$ cat config.mk
export PLATFORM = sky130hd
export DESIGN_NAME = multicycle_ctrl
export DESIGN_NICKNAME = d
export VERILOG_FILES = /design/src/rtl/multicycle_ctrl_pkg.sv /design/src/rtl/multicycle_ctrl_rv_opcode_class.sv /design/src/rtl/multicycle_ctrl.sv
export SDC_FILE = /design/constraint.sdc
export NUM_CORES = 1
export LEC_CHECK = 0
export ABC_AREA = 1
export BUFFER_PORTS_ARGS = -buffer_cell sky130_fd_sc_hd__buf_2
export CORE_MARGIN = 2
export CORE_UTILIZATION = 43
export DETAILED_ROUTE_END_ITERATION = 8
export MAX_ROUTING_LAYER = met4
export PLACE_DENSITY = 0.87
export REMOVE_ABC_BUFFERS = 1
export SYNTH_ARGS = -nofsm -noshare
export SYNTH_HDL_FRONTEND = slang
export SYNTH_HIERARCHICAL = 1
export SYNTH_SLANG_ARGS = --single-unit
export TNS_END_PERCENT = 1
$ cat constraint.sdc
create_clock -name clk -period 3.9 [get_ports clk]
set_input_delay 0.585 -clock clk [delete_from_list [all_inputs] [get_ports clk]]
set_output_delay 0.585 -clock clk [all_outputs]
set_load 0.02 [all_outputs]
$ cat src/rtl/multicycle_ctrl_pkg.sv
// Shared definitions for the multicycle sequencer: state, opcode,
// PC-source, write-back select and halt-cause encodings, plus the
// one-hot opcode class used by the control FSM and the datapath.
package multicycle_ctrl_pkg;

  typedef enum logic [2:0] {
    ST_FETCH  = 3'd0,
    ST_DECODE = 3'd1,
    ST_EXEC   = 3'd2,
    ST_MEM    = 3'd3,
    ST_WB     = 3'd4,
    ST_HALT   = 3'd5
  } state_t;

  localparam logic [6:0] OPC_LOAD   = 7'b0000011;
  localparam logic [6:0] OPC_STORE  = 7'b0100011;
  localparam logic [6:0] OPC_OP     = 7'b0110011;
  localparam logic [6:0] OPC_OP_IMM = 7'b0010011;
  localparam logic [6:0] OPC_BRANCH = 7'b1100011;
  localparam logic [6:0] OPC_JAL    = 7'b1101111;
  localparam logic [6:0] OPC_JALR   = 7'b1100111;
  localparam logic [6:0] OPC_LUI    = 7'b0110111;
  localparam logic [6:0] OPC_AUIPC  = 7'b0010111;
  localparam logic [6:0] OPC_SYSTEM = 7'b1110011;

  typedef enum logic [1:0] {
    PC_SRC_PC4    = 2'd0,
    PC_SRC_BRANCH = 2'd1,
    PC_SRC_ALU    = 2'd2
  } pc_src_t;

  typedef enum logic [1:0] {
    WB_SEL_ALU = 2'd0,
    WB_SEL_MDR = 2'd1,
    WB_SEL_PC4 = 2'd2
  } wb_sel_t;

  typedef enum logic [1:0] {
    HALT_NONE    = 2'd0,
    HALT_SYSTEM  = 2'd1,
    HALT_ILLEGAL = 2'd2,
    HALT_TIMEOUT = 2'd3
  } halt_cause_t;

  typedef struct packed {
    logic load;
    logic store;
    logic alu;
    logic branch;
    logic jump;
    logic upper;
    logic system;
    logic illegal;
  } opc_class_t;

  // True for instructions that need a data-memory phase.
  function automatic logic is_mem_op(input opc_class_t c);
    return c.load | c.store;
  endfunction

endpackage

$ cat src/rtl/multicycle_ctrl_rv_opcode_class.sv
// Combinational RV32I opcode classifier: 7-bit opcode to a one-hot
// class. Anything outside the supported base set is flagged illegal.
module rv_opcode_class
  import multicycle_ctrl_pkg::*;
(
  input  logic [6:0] opcode,
  output opc_class_t opc_class
);

  // Decode the major opcode into exactly one class bit.
  always_comb begin
    opc_class = '0;
    unique case (opcode)
      OPC_LOAD:              opc_class.load    = 1'b1;
      OPC_STORE:             opc_class.store   = 1'b1;
      OPC_OP, OPC_OP_IMM:    opc_class.alu     = 1'b1;
      OPC_BRANCH:            opc_class.branch  = 1'b1;
      OPC_JAL, OPC_JALR:     opc_class.jump    = 1'b1;
      OPC_LUI, OPC_AUIPC:    opc_class.upper   = 1'b1;
      OPC_SYSTEM:            opc_class.system  = 1'b1;
      default:               opc_class.illegal = 1'b1;
    endcase
  end

endmodule

$ cat src/rtl/multicycle_ctrl.sv
// Multicycle sequencer for the RV32I core: FETCH/DECODE/EXEC/MEM/WB
// with one PC update per instruction at retire, an optional memory
// wait timeout (MAX_WAIT > 0) and a sticky HALT state.
// Optional performance counters: define MULTICYCLE_CTRL_PERF_CNT_EN.
module multicycle_ctrl
  import multicycle_ctrl_pkg::*;
#(
  parameter int unsigned CNT_W    = 32,
  parameter int unsigned MAX_WAIT = 0
) (
  input  logic             clk,
  input  logic             reset,
  input  logic [6:0]       opcode,
  input  logic             branch_taken,
  input  logic             mem_ready,
  output logic             mem_req,
  output logic             mem_we,
  output logic             mem_sel_data,
  output logic             ir_en,
  output logic             opnd_en,
  output logic             alu_out_en,
  output logic             mdr_en,
  output logic             rf_we,
  output logic [1:0]       wb_sel,
  output logic             pc_en,
  output logic [1:0]       pc_src,
  output logic             instr_retired,
  output logic             halt,
  output logic [1:0]       halt_cause,
  output logic [CNT_W-1:0] cycle_cnt,
  output logic [CNT_W-1:0] instret_cnt
);

  state_t      state_q, state_d;
  halt_cause_t cause_q, cause_d;
  opc_class_t  cls;
  logic        req_phase;
  logic        timeout;

  rv_opcode_class u_opc_class (
    .opcode    (opcode),
    .opc_class (cls)
  );

  assign req_phase = (state_q == ST_FETCH) || (state_q == ST_MEM);

  if (MAX_WAIT > 0) begin : g_wait
    localparam int unsigned WAIT_W = $clog2(MAX_WAIT + 1);
    logic [WAIT_W-1:0] wait_q;

    // Count consecutive stalled request cycles; any other cycle clears it.
    always_ff @(posedge clk or posedge reset) begin
      if (reset) begin
        wait_q <= '0;
      end else if (req_phase && !mem_ready) begin
        wait_q <= wait_q + WAIT_W'(1);
      end else begin
        wait_q <= '0;
      end
    end

    assign timeout = req_phase && !mem_ready &&
                     (wait_q == WAIT_W'(MAX_WAIT - 1));
  end else begin : g_nowait
    assign timeout = 1'b0;
  end

  // State and halt-cause registers.
  always_ff @(posedge clk or posedge reset) begin
    if (reset) begin
      state_q <= ST_FETCH;
      cause_q <= HALT_NONE;
    end else begin
      state_q <= state_d;
      cause_q <= cause_d;
    end
  end

  // Next-state and output decode; everything is forced low during reset
  // so mem_req drops asynchronously when reset rises mid-request.
  always_comb begin
    state_d      = state_q;
    cause_d      = cause_q;
    mem_req      = 1'b0;
    mem_we       = 1'b0;
    mem_sel_data = 1'b0;
    ir_en        = 1'b0;
    opnd_en      = 1'b0;
    alu_out_en   = 1'b0;
    mdr_en       = 1'b0;
    rf_we        = 1'b0;
    wb_sel       = WB_SEL_ALU;
    pc_en        = 1'b0;
    pc_src       = PC_SRC_PC4;

    unique case (state_q)
      ST_FETCH: begin
        mem_req = 1'b1;
        if (timeout) begin
          state_d = ST_HALT;
          cause_d = HALT_TIMEOUT;
        end else if (mem_ready) begin
          ir_en   = 1'b1;
          state_d = ST_DECODE;
        end
      end
      ST_DECODE: begin
        opnd_en = 1'b1;
        if (cls.system) begin
          state_d = ST_HALT;
          cause_d = HALT_SYSTEM;
        end else if (cls.illegal ||
                     !(cls.load | cls.store | cls.alu | cls.branch |
                       cls.jump | cls.upper)) begin
          state_d = ST_HALT;
          cause_d = HALT_ILLEGAL;
        end else begin
          state_d = ST_EXEC;
        end
      end
      ST_EXEC: begin
        alu_out_en = 1'b1;
        if (cls.branch) begin
          pc_en   = 1'b1;
          pc_src  = branch_taken ? PC_SRC_BRANCH : PC_SRC_PC4;
          state_d = ST_FETCH;
        end else if (is_mem_op(cls)) begin
          state_d = ST_MEM;
        end else begin
          state_d = ST_WB;
        end
      end
      ST_MEM: begin
        mem_req      = 1'b1;
        mem_sel_data = 1'b1;
        mem_we       = cls.store;
        if (timeout) begin
          state_d = ST_HALT;
          cause_d = HALT_TIMEOUT;
        end else if (mem_ready) begin
          if (cls.store) begin
            pc_en   = 1'b1;
            pc_src  = PC_SRC_PC4;
            state_d = ST_FETCH;
          end else begin
            mdr_en  = 1'b1;
            state_d = ST_WB;
          end
        end
      end
      ST_WB: begin
        rf_we   = 1'b1;
        pc_en   = 1'b1;
        wb_sel  = cls.load ? WB_SEL_MDR : (cls.jump ? WB_SEL_PC4 : WB_SEL_ALU);
        pc_src  = cls.jump ? PC_SRC_ALU : PC_SRC_PC4;
        state_d = ST_FETCH;
      end
      ST_HALT: begin
        state_d = ST_HALT;
      end
      default: begin
        state_d = ST_HALT;
        cause_d = HALT_ILLEGAL;
      end
    endcase

    instr_retired = pc_en;
    halt          = (state_q == ST_HALT);
    halt_cause    = cause_q;

    if (reset) begin
      mem_req       = 1'b0;
      mem_we        = 1'b0;
      mem_sel_data  = 1'b0;
      ir_en         = 1'b0;
      opnd_en       = 1'b0;
      alu_out_en    = 1'b0;
      mdr_en        = 1'b0;
      rf_we         = 1'b0;
      wb_sel        = '0;
      pc_en         = 1'b0;
      pc_src        = '0;
      instr_retired = 1'b0;
      halt          = 1'b0;
      halt_cause    = '0;
    end
  end

`ifdef MULTICYCLE_CTRL_PERF_CNT_EN
  logic [CNT_W-1:0] cycle_q, instret_q;

  // Free-running cycle and retired-instruction counters, frozen in HALT.
  always_ff @(posedge clk or posedge reset) begin
    if (reset) begin
      cycle_q   <= '0;
      instret_q <= '0;
    end else begin
      if (state_q != ST_HALT) cycle_q <= cycle_q + CNT_W'(1);
      if (instr_retired)      instret_q <= instret_q + CNT_W'(1);
    end
  end

  assign cycle_cnt   = cycle_q;
  assign instret_cnt = instret_q;
`else
  assign cycle_cnt   = '0;
  assign instret_cnt = '0;
`endif

endmodule

==> results of run 1 <==
-- critical path, cell delays in order --
cell     delay [ns]
buf_2          0.10
inv_1          0.04
nand2_1        0.05
nor2_2         0.18
inv_2          0.05
nor3_1         0.41
a31oi_1        0.17
a21oi_1        0.18
buf_2          0.19
-- cell usage in the layout, fill, tap and decap left out --
master,instances
inv_1,15
nand3_4,1
nor4_1,2
a21oi_1,2
clkbuf_4,3
nand2_2,2
nand3_1,7
buf_2,27
a31oi_1,1
nand4_1,1
o21ai_1,2
nor2_2,6
nor3_1,5
nor3_2,2
nand3_2,2
inv_2,10
conb_1,64
a21boi_1,1
o211ai_1,1
nor2_1,19
clkbuf_1,1
nand3b_1,1
dfrtp_1,5
nand2_1,29
-- flip-flops by register name, summed over array words and instances, names as in the netlist --
signal and flops:
state_q 3, cause_q 2
-- layout make-up --
type,instances,share of cell area [%]
inverter,25,8.74
clock buffer,4,2.45
sequential,5,11.7
timing repair buffer,27,12.6
multi-input combinational,148,61.1
tap,30,3.50
-- per-stage QoR --
stage / setup WS (ns) / total power, W / hold slack, ns / area (um^2) / instances
final: 1.34 / 0.000407 / 0.360 / 1070 / 239
after global routing: 1.18 / 0.000445 / 0.390 / 1070 / 239
after CTS: 1.37 / 0.000408 / 0.358 / 1070 / 239
after detailed placement: 1.37 / 0.000347 / 0.464 / 1050 / 235
after global placement: 1.40 / 0.000340 / 0.465 / 1050 / 235
after floorplan: 1.36 / 0.000294 / 0.380 / 875 / 178
-- cell families (layout without fill, tap and decap cells) --
kind of cell / after synthesis / count (layout) / synth area share [%]
simple gates: 77 / 77 / 32.8
flops: 5 / 5 / 11.0
other cells: 1 / 64 / 0.329
buf+inv: 92 / 56 / 52.3
compound gates: 7 / 7 / 3.62
-- routing by layer --
metal / part of all wire (%) / routed length [um]
met1: 40 / 711
met2: 50 / 878
met3: 8.7 / 153
met4: 1.1 / 19
met5: 0 / 0
-- worst min-delay path by stage --
stage          startpoint         end  slack [ns]  cells after the start
3_5_place_dp   cause_q[1]  cause_q[1]        0.46                      2
3_3_place_gp   cause_q[1]  cause_q[1]        0.46                      2
5_1_grt             reset  state_q[1]        0.39                      2
4_1_cts             reset  cause_q[1]        0.36                      2
2_1_floorplan       reset  cause_q[0]        0.38                      1
6_report            reset  cause_q[1]        0.36                      2
-- where the power goes --
group | internal [W] | total (W) | leakage, nW | switching, W
Sequential | 0.0000690 | 0.0000912 | 0.0626 | 0.0000222
Clock | 0.0000386 | 0.0000583 | 0.0150 | 0.0000197
Combinational | 0.0000708 | 0.000257 | 0.634 | 0.000186
Total | 0.000178 | 0.000407 | 0.712 | 0.000228
-- synth_stat cells (5+ instances only) --
cell     count  share of area, %
buf_4       65                43
dfrtp_1      5                11
inv_1       15               4.9
inv_2       10               3.3
nand2_1     29               9.5
nand3_1      7               3.1
nor2_1      19               6.3
nor2_2       6               3.3
nor3_1       5               2.2
==> summary.md, run 1 <==
| Metric | Value |
|---|---|
| Initial antenna violation count | `0` |
| Peak supply drop | `0.234 mV` |
| CP startpoint kind | `input port` |
| Post-synthesis sequential area ratio | `11.0%` |
| Clock transition at path regs | `0.04 ns` |
| Setup bufs post-CTS | `0` |
| Synthesis-to-layout area growth | `-5.92%` |
| Post-Synthesis Cells | `182` |
| Relative slew margins | `64.9%` |
| Overflow after GRT | `0` |
| DR vias/cell | `3.91` |
| Die X | `55.5 um` |
| Storage cell area | `125 um^2` |
| Initial DRT Pass Iterations | `4` |
| Main synth FF type | `dfrtp_1` |
| Mapped Avg Cell Area | `6.27 um^2` |
| Final Wtd Congestion | `0.806` |
| I/O pin total | `92` |
| Die ar. | `0.00308 mm^2` |
| Crit path to | `instr_retired` |
| DP HPWL | `1.56 mm` |
| Worst Hold Class | `input port to async pin` |
| Total of max-cap violations | `0` |
| Total negative slack | `0 ns` |
| Core area | `0.00250 mm^2` |
| Maximum clock rate | `0.390 GHz` |
| Setup crit end kind | `output pin` |
| Final Hold Fails | `0` |
| GRT met1 Usage | `12.5%` |
| Max-slew violations | `0` |
| CTS tree | `yes` |
| Data required, critical path | `3.31 ns` |
| Fin crit share | `65.7%` |
| Worst Tran Pin Value | `0.522 ns` |
| CTS root buffer | `clkbuf_4` |
| FF-to-FF path depth | `4` |
| H-Tree Depth | `1` |
| RSZ-0062 raised after global routing | `false` |
| Pwr/cell area | `379 mW/mm^2` |
| Inserted Diodes | `0` |
| Met2 Resource Use GR | `17.5%` |
| Via count | `934` |
| Post-synth ARST share | `100%` |
| GRT Util Overall | `10.6%` |
| Largest net degree at the start of global routing | `13` |
| Global-route wire length before repair | `2.59 mm` |
| Filler Cell Count | `292` |
| Post-Route WL | `1.76 mm` |
| Reg2Reg Setup Slack | `2.71 ns` |
| Gates resized, CTS repair | `0` |
| Fin crit period | `2.56 ns` |
| TritonCTS Buffers | `3` |
| Multi-input logic area | `656 um^2` |
| Row cnt | `18` |
| Crit path from | `opcode[2]` |
| Worst skew pair latency | `0.24 ns` |
| Final setup viols | `0` |
| Register bit total from synthesis | `5` |
| Count of cell types in the netlist | `24` |
| # port buffers | `27` |
| Critical Path AT | `1.98 ns` |
| Post-route ant nets | `0` |
| CTS Buffer Depth | `2` |
| DRC | `0` |
| Leak Pwr | `0.712 nW` |
| Synthesized area | `0.00114 mm^2` |
| Initial Util | `45.6%` |
| Crit Path Max Fanout | `5` |
| DRT iter0 DRCs | `39` |
| Post-synth EDFFs | `0` |
| Nets | `221` |
| Clock sink total | `5` |
| Status | `finished clean` |
| Fin util | `42.9%` |
| GR Util met3 | `0.703%` |
| Die Y-Extent | `55.5 um` |
| DR WL/cell | `7.37 um` |
| R2R Path End | `cause_q[1]` |
| Hold-fix buffers at CTS | `0` |
| Top Usage Layer GRT | `met2` |
| Clk_skew | `0.0000817 ns` |
| Vias in the first global route | `648` |
| Share of cells above drive strength 1 | `25.4%` |
| R2R Path Start | `state_q[1]` |
| WS Path Type | `input port to output pin` |
| YS warnings | `6` |
(Power assumes the default switching activity.)
==> inputs of run 2 (changes only) <==
- ABC_AREA: 1 -> 0
- CORE_UTILIZATION: 43 -> 36
- PLACE_DENSITY: 0.87 -> 0.78
- clock period: 3.9 -> 2.3 ns (I/O delays scaled with it)
==> run 2 against run 1 <==
Net effect: global-route usage is 0.39 points lower; largest cell class unchanged; hold slack worse by 0.27 ns; critical endpoint is now pc_en; sequential share of layout area is 0.19 points lower; largest power group unchanged; final area is 1.6% higher; setup slack worse by 1.1 ns; routed wire length is 7.2% higher; clock-buffer cell count stayed put; register-to-register slack worse by 2.0 ns; clock power is 73% higher.
==> summary.md, run 2 <==
| Metric | Value |
|---|---|
| R2R Path Start | `state_q[2]` |
| Non-Filler Instances | `220 (-7.9%)` |
| Top cell type's share of synthesized area | `43.1% (+0.37 points)` |
| FF-to-FF path depth | `3 (-1)` |
| Compound-Gate Fraction of Synth Area | `11.0% (+7.4 points)` |
| Net Sw Frac | `50.0% (-6.1 points)` |
| CP Cell Sequence | `buf_2 -> and4bb_1 -> nand2b_2 -> nor3b_2 -> nand2_1 -> nor2_1 -> o21a_1 -> buf_2` |
| Post-place instance area | `0.00106 mm^2 (+1.7%)` |
| Fin crit share | `88.5%` |
| Most frequent cells in the layout | `64 x conb_1, 27 x buf_2, 10 x nor2_1` |
| CTS root buffer | `clkbuf_4` |
| Via count | `868 (-7.1%)` |
| CTS tree | `yes` |
| Crit path to | `pc_en` |
| Worst Hold Class | `input port to async pin` |
| Max-slew violations | `0 (unchanged)` |
| Max FFs per register | `3 (unchanged)` |
| Top Registers | `state_q (3), cause_q (2)` |
| Post-route ant nets | `0 (unchanged)` |
| Post-synth top area cell | `buf_4` |
| GRT Util Overall | `10.2% (-0.39 points)` |
| I/O pin total | `92 (unchanged)` |
| Setup bufs post-CTS | `0 (unchanged)` |
| H-Tree Depth | `1 (unchanged)` |
| Global-route wire length before repair | `2.77 mm (+7.2%)` |
| Synth Area in Adders | `0% (unchanged)` |
| Synthesis-to-layout area growth | `-5.01%` |
| Register bit total from synthesis | `5 (unchanged)` |
| Post-Synthesis Cells | `149 (-18%)` |
| Final Wtd Congestion | `0.835 (+3.7%)` |
| Vias in the first global route | `654 (+0.93%)` |
| Die X | `60.5 um (+9.0%)` |
| Post-synth ARST share | `100% (unchanged)` |
| Row cnt | `20 (+2)` |
| Count of cell types in the netlist | `43 (+79%)` |
| Mapped Avg Cell Area | `7.71 um^2 (+23%)` |
| R2R Path End | `cause_q[1]` |
| Reg2Reg Setup Slack | `0.72 ns (-1.99 ns)` |
| Total of max-cap violations | `0 (unchanged)` |
| CP startpoint kind | `input port` |
| Filler Cell Count | `360 (+23%)` |
| Xor/xnor share of the synthesized area | `0.763% (+0.76 points)` |
| CTS Buffer Depth | `2 (unchanged)` |
| Most frequent cell after synthesis | `buf_4` |
| Multi-input logic area | `716 um^2 (+9.2%)` |
| Worst skew pair latency | `0.24 ns (about the same)` |
| Data required, critical path | `1.96 ns (-1.35 ns)` |
| Peak supply drop | `0.186 mV (-21%)` |
| Die Y-Extent | `60.5 um (+9.0%)` |
| Placed insts | `216 (-8.1%)` |
| Final non-filler cell area | `0.00109 mm^2 (+1.6%)` |
| DRT iter0 DRCs | `21 (-46%)` |
| Clock transition at path regs | `0.04 ns (about the same)` |
| Clk_skew | `0.00449 ns (+0.00441 ns)` |
| Clock sink total | `5 (unchanged)` |
| Core area | `0.00305 mm^2 (+22%)` |
| Top cells by area, synth | `buf_4 43%, dfrtp_1 11%, nor2_1 3.3%` |
| Inserted Diodes | `0 (unchanged)` |
| Leak Pwr | `0.597 nW (-16%)` |
| Main synth FF type | `dfrtp_1` |
| Initial Util | `37.6% (-8.0 points)` |
| Setup crit end kind | `output pin` |
| # port buffers | `27 (unchanged)` |
| Main combinational cell family by area after synthesis | `buffers and inverters` |
| Largest net degree at the start of global routing | `18 (+5)` |
| Share of cells above drive strength 1 | `23.3% (-2.1 points)` |
| Slowest cell on the critical path | `nor3b_2` |
| CP most frequent cell | `buf_2` |
| DR WL/cell | `8.58 um (+16%)` |
| Final setup viols | `0 (unchanged)` |
| Initial antenna violation count | `0 (unchanged)` |
| Fin util | `35.7% (-7.2 points)` |
| TritonCTS Buffers | `3 (unchanged)` |
| Gates resized, CTS repair | `0 (unchanged)` |
| Total negative slack | `0 ns (unchanged)` |
| Status | `finished clean` |
| Synthesized area | `0.00115 mm^2 (+0.66%)` |
| Commonest non-fill, non-tap cell in the layout | `conb_1` |
| Initial DRT Pass Iterations | `4 (unchanged)` |
| Final Hold Fails | `0 (unchanged)` |
| DP HPWL | `1.62 mm (+3.5%)` |
| RSZ-0062 raised after global routing | `false` |
| Crit path from | `opcode[2]` |
| Post-Synth Simple-Gate Area | `26.5% (-6.3 points)` |
| Critical Path AT | `1.69 ns (-0.29 ns)` |
| Synth top cells by count | `66 x buf_4, 10 x nor2_1, 6 x nor2b_1, 6 x nor3_1, 5 x dfrtp_1` |
| Post-synthesis sequential area ratio | `10.9% (-0.072 points)` |
| Mux cell area share after synthesis | `3.16% (+3.2 points)` |
| DR vias/cell | `3.95 (+0.96%)` |
| Die ar. | `0.00366 mm^2 (+19%)` |
| YS warnings | `6 (unchanged)` |
| Clock share of power | `23.8% (+9.5 points)` |
| WS Path Type | `input port to output pin` |
| Cell internal pwr | `0.000213 W (+20%)` |
| DRC | `0 (unchanged)` |
| Nets | `188 (-15%)` |
| Net Sw Power | `0.000213 W (-6.6%)` |
| Hold-fix buffers at CTS | `0 (unchanged)` |
| Pwr/cell area | `391 mW/mm^2 (+3.2%)` |
| Crit Path Max Fanout | `5 (unchanged)` |
| Crit path largest cell delay | `0.32 ns (-0.09 ns)` |
| Sequential Power Share | `28.0% (+5.6 points)` |
| Reg with most FFs | `state_q` |
| Post-synth EDFFs | `0 (unchanged)` |
| Maximum clock rate | `0.491 GHz` |
| Post-Route WL | `1.89 mm (+7.2%)` |
| Combinational share of power | `48.2% (-15 points)` |
| Storage cell area | `125 um^2 (unchanged)` |
| Fin crit period | `2.04 ns` |
| Overflow after GRT | `0 (unchanged)` |
[run 2: cell types whose count changed in the layout (fill, tap and decap cells not counted), moves of 5 or more]
cell	before	now
inv_2	10	0
inv_1	15	3
nand3_1	7	2
nor2_1	19	10
nor2b_1	0	6
nor2_2	6	0
nand2_1	29	4
[run 2: kinds of logic after synthesis]
| kind of cell | after synthesis |
|---|---|
| multiplexers | 3 |
| AO/OA/AOI/OAI | 15 |
| flip-flops | 5 |
| other | 1 |
| XOR/XNOR | 1 |
| AND/OR/NAND/NOR | 51 |
| buffers and inverters | 73 |
[run 2: worst min path at each step]
stage | start | depth (start not counted) | slack (ns) | end
detailed placement | reset | 2 | 0.36 | state_q[1]
CTS | reset | 2 | 0.09 | state_q[1]
floorplan | reset | 1 | 0.13 | cause_q[0]
global route | reset | 2 | 0.11 | state_q[0]
global placement | reset | 2 | 0.36 | state_q[2]
finish | reset | 2 | 0.09 | state_q[0]
[run 2: layout make-up]
type	instances	area share, %
Clock buffer	4	2.41
Inverter	3	1.03
Multi-Input combinational cell	134	65.6
Sequential cell	5	11.5
Tap cell	44	5.05
Timing Repair Buffer	30	14.4
[run 2: power by group through the flow]
stage / logic, W / clock network [W] / registers [W]
2_1_floorplan: 0.000167 / 0 / 0.000113
3_3_place_gp: 0.000203 / 0 / 0.000119
3_5_place_dp: 0.000204 / 0 / 0.000121
4_1_cts: 0.000204 / 0.000106 / 0.000119
5_1_grt: 0.000224 / 0.000113 / 0.000124
6_report: 0.000206 / 0.000101 / 0.000119
[run 2: layer usage]
layer / routed length, um / up-vias / track usage (%) / share of wire [%]
li1: - / 430 / - / -
met1: 806 / 385 / 12.9 / 43
met2: 880 / 53 / 16.1 / 47
met3: 201 / 0 / 3.20 / 11
met4: 0 / 0 / 1.86 / 0
met5: 0 / - / - / 0
[run 2: per-stage QoR]
step	setup slack (ns)	hold slack [ns]	total power (W)
detailed placement	0.253	0.358	0.000324
CTS	0.252	0.0950	0.000429
global route	0.118	0.107	0.000461
finish	0.264	0.0928	0.000426
floorplan	0.425	0.132	0.000281
global placement	0.314	0.356	0.000323
[run 2: worst max-delay path: cells and delay by family]
family          cells  cell delay (ns)
compound gates      1             0.14
simple gates        5             0.91
buf+inv             2             0.27
